## config.mk

```make
export PLATFORM = sky130hd
export DESIGN_NAME = fadd_arbiter
export DESIGN_NICKNAME = d
export VERILOG_FILES = /design/src/rtl/fadd_pkg.sv /design/src/rtl/rr_arbiter.sv /design/src/rtl/fadd_arbiter.sv
export SDC_FILE = /design/constraint.sdc
export NUM_CORES = 1
export LEC_CHECK = 0
export BUFFER_PORTS_ARGS = -buffer_cell sky130_fd_sc_hd__buf_2
export CAP_MARGIN = 20
export CORE_ASPECT_RATIO = 1.4
export CORE_MARGIN = 2
export CORE_UTILIZATION = 50
export CTS_CLUSTER_DIAMETER = 30
export CTS_CLUSTER_SIZE = 10
export DETAILED_ROUTE_END_ITERATION = 6
export GPL_ROUTABILITY_DRIVEN = 0
export PLACE_DENSITY = 0.85
export SYNTH_ARGS = -nofsm -noshare
export SYNTH_HDL_FRONTEND = slang
export SYNTH_SLANG_ARGS = --single-unit
```

## constraint.sdc

```tcl
create_clock -name clk -period 8.11 [get_ports clk]
set_input_delay 1.622 -clock clk [delete_from_list [all_inputs] [get_ports clk]]
set_output_delay 1.622 -clock clk [all_outputs]
set_load 0.02 [all_outputs]
```

## src/rtl/fadd_pkg.sv

```systemverilog
// fadd_pkg: FP16 format constants and shared helpers for the adder arbiter
package fadd_pkg;
    localparam int BITS = 16;
    localparam int EXP_W = 5;
    localparam int MAN_W = 10;
    localparam int EXP_BIAS = 15;
    localparam logic [BITS-1:0] POS_ONE = 16'h3C00;
    localparam logic [BITS-1:0] POS_ZERO = 16'h0000;

    function automatic int clog2(input int v);
        int r;
        r = 1;
        for (int k = 1; k < 31; k++) r = ((1 << k) < v) ? k + 1 : r;
        return r;
    endfunction
endpackage

```

## src/rtl/rr_arbiter.sv

```systemverilog
// rr_arbiter: grants the first eligible requester at or after ptr, wrapping
module rr_arbiter
    import fadd_pkg::*;
#(
    parameter int N = 4,
    parameter int IDW = 2
) (
    input  logic [N-1:0]   i_eligible,
    input  logic [IDW-1:0] i_ptr,
    output logic [N-1:0]   o_grant,
    output logic [IDW-1:0] o_idx,
    output logic           o_any
);
    // scan from the farthest candidate back toward ptr so the nearest eligible one wins
    always_comb begin
        int j;
        j = 0;
        o_idx = '0;
        o_any = 1'b0;
        for (int k = N - 1; k >= 0; k--) begin
            j = (int'(i_ptr) + k) % N;
            o_idx = i_eligible[j[IDW-1:0]] ? j[IDW-1:0] : o_idx;
            o_any = o_any | i_eligible[j[IDW-1:0]];
        end
        o_grant = o_any ? N'(1) << o_idx : '0;
    end
endmodule

```

## src/rtl/fadd_arbiter.sv

```systemverilog
// fadd_arbiter: shares one pipelined FP16 adder among N requesters and routes sums back
module fadd_arbiter
    import fadd_pkg::*;
#(
    parameter int N = 4,
    parameter int BITS = 16,
    parameter int LAT = 3,
    parameter int MAX_OUT = 2
) (
    input  logic                    clk,
    input  logic                    rst,
    input  logic [N-1:0]            req_valid,
    output logic [N-1:0]            req_ready,
    input  logic [N*BITS-1:0]       req_a,
    input  logic [N*BITS-1:0]       req_b,
    output logic                    add_valid,
    output logic [BITS-1:0]         add_a,
    output logic [BITS-1:0]         add_b,
    input  logic [BITS-1:0]         add_sum,
    output logic [N-1:0]            rsp_valid,
    output logic [BITS-1:0]         rsp_sum,
    output logic [clog2(N)-1:0]     rsp_id
);
    localparam int IDW = clog2(N);

    logic [N-1:0]    w_elig;
    logic [N-1:0]    w_grant;
    logic [IDW-1:0]  w_gidx;
    logic            w_any;
    logic [BITS-1:0] w_a;
    logic [BITS-1:0] w_b;
    logic [IDW-1:0]  r_ptr;
    logic [2:0]      r_cnt [N];
    logic [LAT:0]    r_tv;
    logic [IDW-1:0]  r_tid [LAT+1];
    logic [BITS-1:0] r_add_a;
    logic [BITS-1:0] r_add_b;
    logic [N-1:0]    r_rsp_valid;
    logic [BITS-1:0] r_rsp_sum;
    logic [IDW-1:0]  r_rsp_id;

    // a requester competes only while it has credit left
    always_comb begin
        w_elig = '0;
        w_a = '0;
        w_b = '0;
        for (int i = 0; i < N; i++) begin
            w_elig[i] = req_valid[i] && (r_cnt[i] < 3'(MAX_OUT));
            w_a = w_grant[i] ? req_a[i*BITS +: BITS] : w_a;
            w_b = w_grant[i] ? req_b[i*BITS +: BITS] : w_b;
        end
    end

    rr_arbiter #(.N(N), .IDW(IDW)) u_rr (
        .i_eligible (w_elig),
        .i_ptr      (r_ptr),
        .o_grant    (w_grant),
        .o_idx      (w_gidx),
        .o_any      (w_any)
    );

    assign req_ready = rst ? '0 : w_grant;
    assign add_valid = r_tv[0];
    assign add_a     = r_add_a;
    assign add_b     = r_add_b;
    assign rsp_valid = r_rsp_valid;
    assign rsp_sum   = r_rsp_sum;
    assign rsp_id    = r_rsp_id;

    // issue register, rr pointer and tag valid pipe; stage 0 travels with add_valid
    always_ff @(posedge clk) begin
        if (rst) begin
            r_tv    <= '0;
            r_add_a <= '0;
            r_add_b <= '0;
            r_ptr   <= '0;
        end else begin
            r_tv <= {r_tv[LAT-1:0], w_any};
            if (w_any) begin
                r_add_a <= w_a;
                r_add_b <= w_b;
                r_ptr   <= (int'(w_gidx) == N - 1) ? '0 : w_gidx + 1'b1;
            end
        end
    end

    // tag ids need no reset: they are only looked at alongside a valid bit
    always_ff @(posedge clk) begin
        r_tid[0] <= w_gidx;
        for (int k = 1; k <= LAT; k++) r_tid[k] <= r_tid[k-1];
    end

    // the last tag stage lines up with add_sum; register it as the response
    always_ff @(posedge clk) begin
        if (rst) begin
            r_rsp_valid <= '0;
            r_rsp_sum   <= '0;
            r_rsp_id    <= '0;
        end else begin
            r_rsp_valid <= r_tv[LAT] ? N'(1) << r_tid[LAT] : '0;
            if (r_tv[LAT]) begin
                r_rsp_sum <= add_sum;
                r_rsp_id  <= r_tid[LAT];
            end
        end
    end

    // outstanding credit per requester: up on grant, down when its tag retires
    always_ff @(posedge clk) begin
        for (int i = 0; i < N; i++) begin
            if (rst) r_cnt[i] <= '0;
            else r_cnt[i] <= r_cnt[i] + 3'(w_grant[i]) - 3'(r_tv[LAT] && (r_tid[LAT] == IDW'(i)));
        end
    end
endmodule

```

; Word-level counts from Yosys, hierarchy flattened
; Memory sizes are Yosys's and may differ from the RTL's.
; Index checks and enable logic that the tools add are counted.
[word_totals]
reg_bits = 60
ram_bits = 20
input_bits = 150
output_inout_bits = 59
wordCells = 83
mem_count = 2
[memory_table]
columns = memory, words, width, rd, rd_clocked_by_memory_dff, write_ports, line
row1 = r_cnt, 4, 3, 4, 0, 4, fadd_arbiter.sv:33  ; logic [2:0] r_cnt [N];
row2 = r_tid, 4, 2, 4, 0, 4, fadd_arbiter.sv:35  ; logic [IDW-1:0] r_tid [LAT+1];
[classes]
addsub = 12
magnitude_cmp = 8
eq_ne = 4
n_shift = 2
mux = 30
n_bitwise = 8
n_reduce_logical = 10
[ops]
columns = cell, count
row1 = 16-bit 2-to-1 mux, 8
row2 = 3-bit by 1-bit adder with 3-bit output, 4
row3 = "2-bit by 3-bit less-than comparator with 1-bit output, second input constant", 4
row4 = "3-bit by 2-bit less-than comparator with 1-bit output, second input constant", 4
row5 = 3-bit 2-to-1 mux, 4
row6 = 3-bit by 1-bit subtractor with 3-bit output, 4
row7 = 2-bit 2-to-1 mux, 5
row8 = 1-bit binary-select mux with 2-bit select, 4
row9 = 1-bit logical AND, 8
row10 = 4-bit 2-to-1 mux, 2
row11 = "1-bit by 2-bit << shifter with 4-bit output, first input constant", 2
row12 = 1-bit 2-to-1 mux, 7
row13 = 1-bit bitwise OR, 7
row14 = "2-bit by 1-bit adder with 2-bit output, second input constant", 2
row15 = "2-bit adder, second input constant", 2
row16 = "2-bit by 1-bit equality test with 1-bit output, second input constant", 2
row17 = "2-bit equality test, second input constant", 2
row18 = 2-bit logical NOT, 1
row19 = 2-bit OR reduction, 1
row20 = 1-bit NOT, 1

; Longest topological paths before layout
[depth]
ltp_word = 14
mapped_depth = 16
depth_no_buf = 13

; Hierarchy
; Synthesis repeated with hierarchy kept, for this count alone.
[hier_totals]
cells_unflattened = 396
hier_area_um2 = 3801.1
[modules_own_cells]
columns = module, instances, cells_each, area_per_inst_um2
row1 = fadd_arbiter, 1, 366, 3626.0
row2 = rr_arbiter, 1, 30, 175.2

; Worst setup path before layout
; No wires, ideal clock.
[synth_path]
kind = input -> output
startpoint = in req_valid[3]
endpoint = out req_ready[3]
arrival_time_ps = 3534
slack_ps = 2954
cell_stages = 8
n_path_buf = 3
cell_sequence = a22o_1 > buf_2 > o2111a_1 > or2_1 > ha_1 > buf_2 > clkbuf_1 > nor3b_1
[synth_between]
elab_chain_cells = 10
elab_cells_between_ends = 19
classes_between = shift (1) / mux (14) / bitwise (3) / reduce/logical (1)
[synth_rtl]
columns = element, line
row1 = start: declaration, fadd_arbiter.sv:12  ; input logic [N-1:0] req_valid,
row2 = 1-bit logical AND (*), fadd_arbiter.sv:48  ; w_elig[i] = req_valid[i] && (r_cnt[i] < 3'(MAX_OUT));
row3 = 1-bit binary-select mux with 2-bit select, rr_arbiter.sv:22  ; o_idx = i_eligible[j[IDW-1:0]] ? j[IDW-1:0] : o_idx;
row4 = 1-bit 2-to-1 mux (not written as such), rr_arbiter.sv:22
row5 = 2-bit 2-to-1 mux (3 in a row), rr_arbiter.sv:22
row6 = 2-bit 2-to-1 mux (*), rr_arbiter.sv:22
row7 = named net u_rr.o_idx[0], rr_arbiter.sv:11  ; output logic [IDW-1:0] o_idx,
row8 = 1-bit by 2-bit << shifter with 4-bit output (*), rr_arbiter.sv:25  ; o_grant = o_any ? N'(1) << o_idx : '0;
row9 = 4-bit 2-to-1 mux (*), rr_arbiter.sv:25
row10 = 4-bit 2-to-1 mux (*), fadd_arbiter.sv:62  ; assign req_ready = rst ? '0 : w_grant;
row11 = end: declaration, fadd_arbiter.sv:13  ; output logic [N-1:0] req_ready,
; The timed path passes the listed nets; every way through them passes the cells marked *. The select of a mux whose other input is x is not followed.

; Worst setup path after layout
[layout_path]
startpoint = in req_valid[1]
endpoint = out req_ready[1]
; Same word-level chain as after synthesis.

==> key figures <==
Run status
  – Status: completed

Global route
  – First-pass GRT wire length: 19300 µm
  – Initial antenna violation count: 0
  – Vias in the first global route: 4257
  – Largest net degree at the start of global routing: 67
  – GR Util All Layers: 24.1%
  – GR Overflow Total: 0

Die
  – DIE WIDTH: 84.6 µm
  – I/O pin count: 209
  – Die Span Y: 117 µm
  – Row cnt: 41
  – Core area: 8930 µm²
  – Initial core utilization: 50.9%
  – Total die area: 9880 µm²

Drt
  – DRT Wirelength: 12000 µm
  – Wire length per cell: 15.1 µm
  – Vias per cell: 5.54
  – DRT iter0 DRCs: 170
  – ANT nets after route: 0
  – DRC: 0
  – Total number of vias: 4420
  – Pre-Repair DR Iteration Count: 4

Setup path
  – CP max stage delay: 840 ps
  – Crit start category: input port
  – CP Cell Sequence: buf_2 > a22o_1 > buf_4 > o2111a_1 > or2_1 > ha_2 > nor3b_1 > buf_2
  – Nature of the critical path endpoint: output pin
  – Crit-path max FO: 66
  – Setup CP Type: input port to output pin
  – CP Launch Point: req_valid[1]
  – Worst Path Buf+Inv: 3
  – CP delay by family, top: adder cells
  – Most used cell, CP: buf_2
  – Critical Path AT: 4060 ps
  – CP max-delay cell: ha_2
  – Worst R2R Start: r_cnt[1][1]$_SDFF_PP0_
  – CP Data Required Time: 6490 ps

Logic synthesis
  – Top cell type's share of synthesized area: 35.3%
  – Register bit total from synthesis: 80
  – Count leader, synth: dfxtp_1
  – Mean Syn Cell Area: 8.94 µm²
  – Asr flop ratio synth: 0%
  – Cells after synthesis: 508
  – Synth Warn #: 0
  – Syn Nets: 675
  – Largest area contributor in the netlist: dfxtp_1
  – Synth cell count leaders: 80 x dfxtp_1, 45 x inv_1, 36 x nand2_1
  – Largest cells by area after synthesis: dfxtp_1 35%, a311oi_2 9.6%, a221o_1 7.1%, nand3b_1 5.8%, nor2b_1 4.5%
  – Seq/Total Area, Yosys: 35.3%
  – EDFF count, synth: 0
  – Synth Flop Type: dfxtp_1
  – Mapped Area: 4540 µm²
  – Synth cell types: 35

Power
  – Peak VDD IR: 258 µV
  – Pwr dens: 386 nW/µm²
  – Pleak: 2.62 nW

Min path
  – Worst min path class: flop to flop
  – Hold Startpoint: r_tid[0][1]$_DFF_P_

Placed design
  – DPL Wire Length: 8830 µm
  – Placed Area: 5510 µm²
  – Port bufs: 208
  – Pre-CTS WS: 2450 ps
  – Placed cells: 781

Clock network
  – CTS tree: built
  – Hold-fix buffer count after cts: 0
  – Clock sinks: 80
  – Skew-Pair Late Insertion Delay: 330 ps
  – Num CTS Buffers: 9
  – Max clock buf depth: 2
  – CTS resizes: 0
  – Clock root cell: clkbuf_16
  – Post-CTS Setup Bufs: 0
  – CTS H-tree lvls: 3
  – Clock-pin slew on the worst setup and hold paths: 60 ps

Timing
  – Final setup fails: 0
  – Tcrit/Tclk final: 70.0%
  – Worst-Margin Slew: 1080 ps
  – Fin crit period: 5680 ps
  – Final hold vios: 0
  – Max Slew Vio Count: 0
  – TNS Setup: 0 ps
  – RSZ-0062 raised after global routing: false
  – Setup Skew: 5.65 ps
  – Maximum clock rate: 0.176 GHz
  – Final worst slack: 2430 ps
  – Slew HR: 28.2%

Layout
  – Area grow syn2layout: 28.9%
  – Final Cell Area: 5860 µm²
  – # diodes: 0
  – Final nets: 853
  – Final core utilization: 65.6%
  – Layout cell share with drive strength beyond 1: 38.1%
  – Cell Count, Final, Fillers Out: 798

Run
  – Max-cap check violation count: 0
==> state kept, by name, summed over array words and instances (netlist names) <==
signal,count
rsp_sum,16
rsp_valid,4
r_cnt,12
rsp_id,2
add_b,16
r_ptr,2
r_tid,8
add_a,16
r_tv,4
==> power by group <==
part / switching [mW] / internal [mW]
registers: 0.0586 / 0.506
clock network: 0.157 / 0.279
logic: 0.692 / 0.570
==> metrics by stage <==
step	total power, mW	hold WS [ps]
finish	2.26	326
global route	2.43	332
CTS	2.26	330
detailed placement	1.83	312
global placement	1.77	310
floorplan	1.58	310
==> cell families (layout without fill, tap and decap cells) <==
logic type               Yosys count  in the layout  share of synthesized area (%)
AO/OA/AOI/OAI                    111            111                           23.1
multiplexers                      17             17                           3.75
adder cells (fa/ha/maj)           17             17                           5.34
XOR/XNOR                           7              7                           1.35
AND/OR/NAND/NOR                  184            184                           21.9
buffers and inverters             92            275                           9.36
flip-flops                        80             80                           35.3
==> final timing paths <==
kind	cells after the start	endpoint	slack, ps
max reg2reg	13	r_cnt[1][2]$_SDFF_PP0_	4240
min	0	r_tid[1][1]$_DFF_P_	330
min reg2reg	0	r_tid[1][1]$_DFF_P_	330
max	8	req_ready[1]	2430
==> area by class of cell <==
class / instances / area, µm²
Clock buffer: 10 / 239
Clock inverter: 6 / 90.1
Fill cell: 751 / 3070
Inverter: 45 / 169
Multi-Input combinational cell: 336 / 2520
Sequential cell: 80 / 1600
Tap cell: 107 / 134
Timing Repair Buffer: 214 / 1100
==> layer usage <==
layer	track usage (%)	wire length, µm
met2	43.5	6290
met4	10.1	342
met5	0	0
met1	27.2	4460
met3	5.68	961
==> cell usage in the layout, fill, tap and decap left out, drive strengths merged, types with 3 or more instances in the layout <==
master  netlist  routed
ha           13      13
buf          27     214
nor2b        33      33
xor2          4       4
nor3         34      34
and2          4       4
clkbuf       20      10
o21ai         5       5
inv          45      46
dfxtp        80      80
a311oi       32      32
xnor2         3       3
nand3b       35      35
nor3b         5       5
a21oi        35      35
nand2        36      36
nor2         29      29
fa            4       4
mux2i        17      17
nand2b        3       3
a221o        32      32
Note: power is estimated with default switching activity, not from simulation.
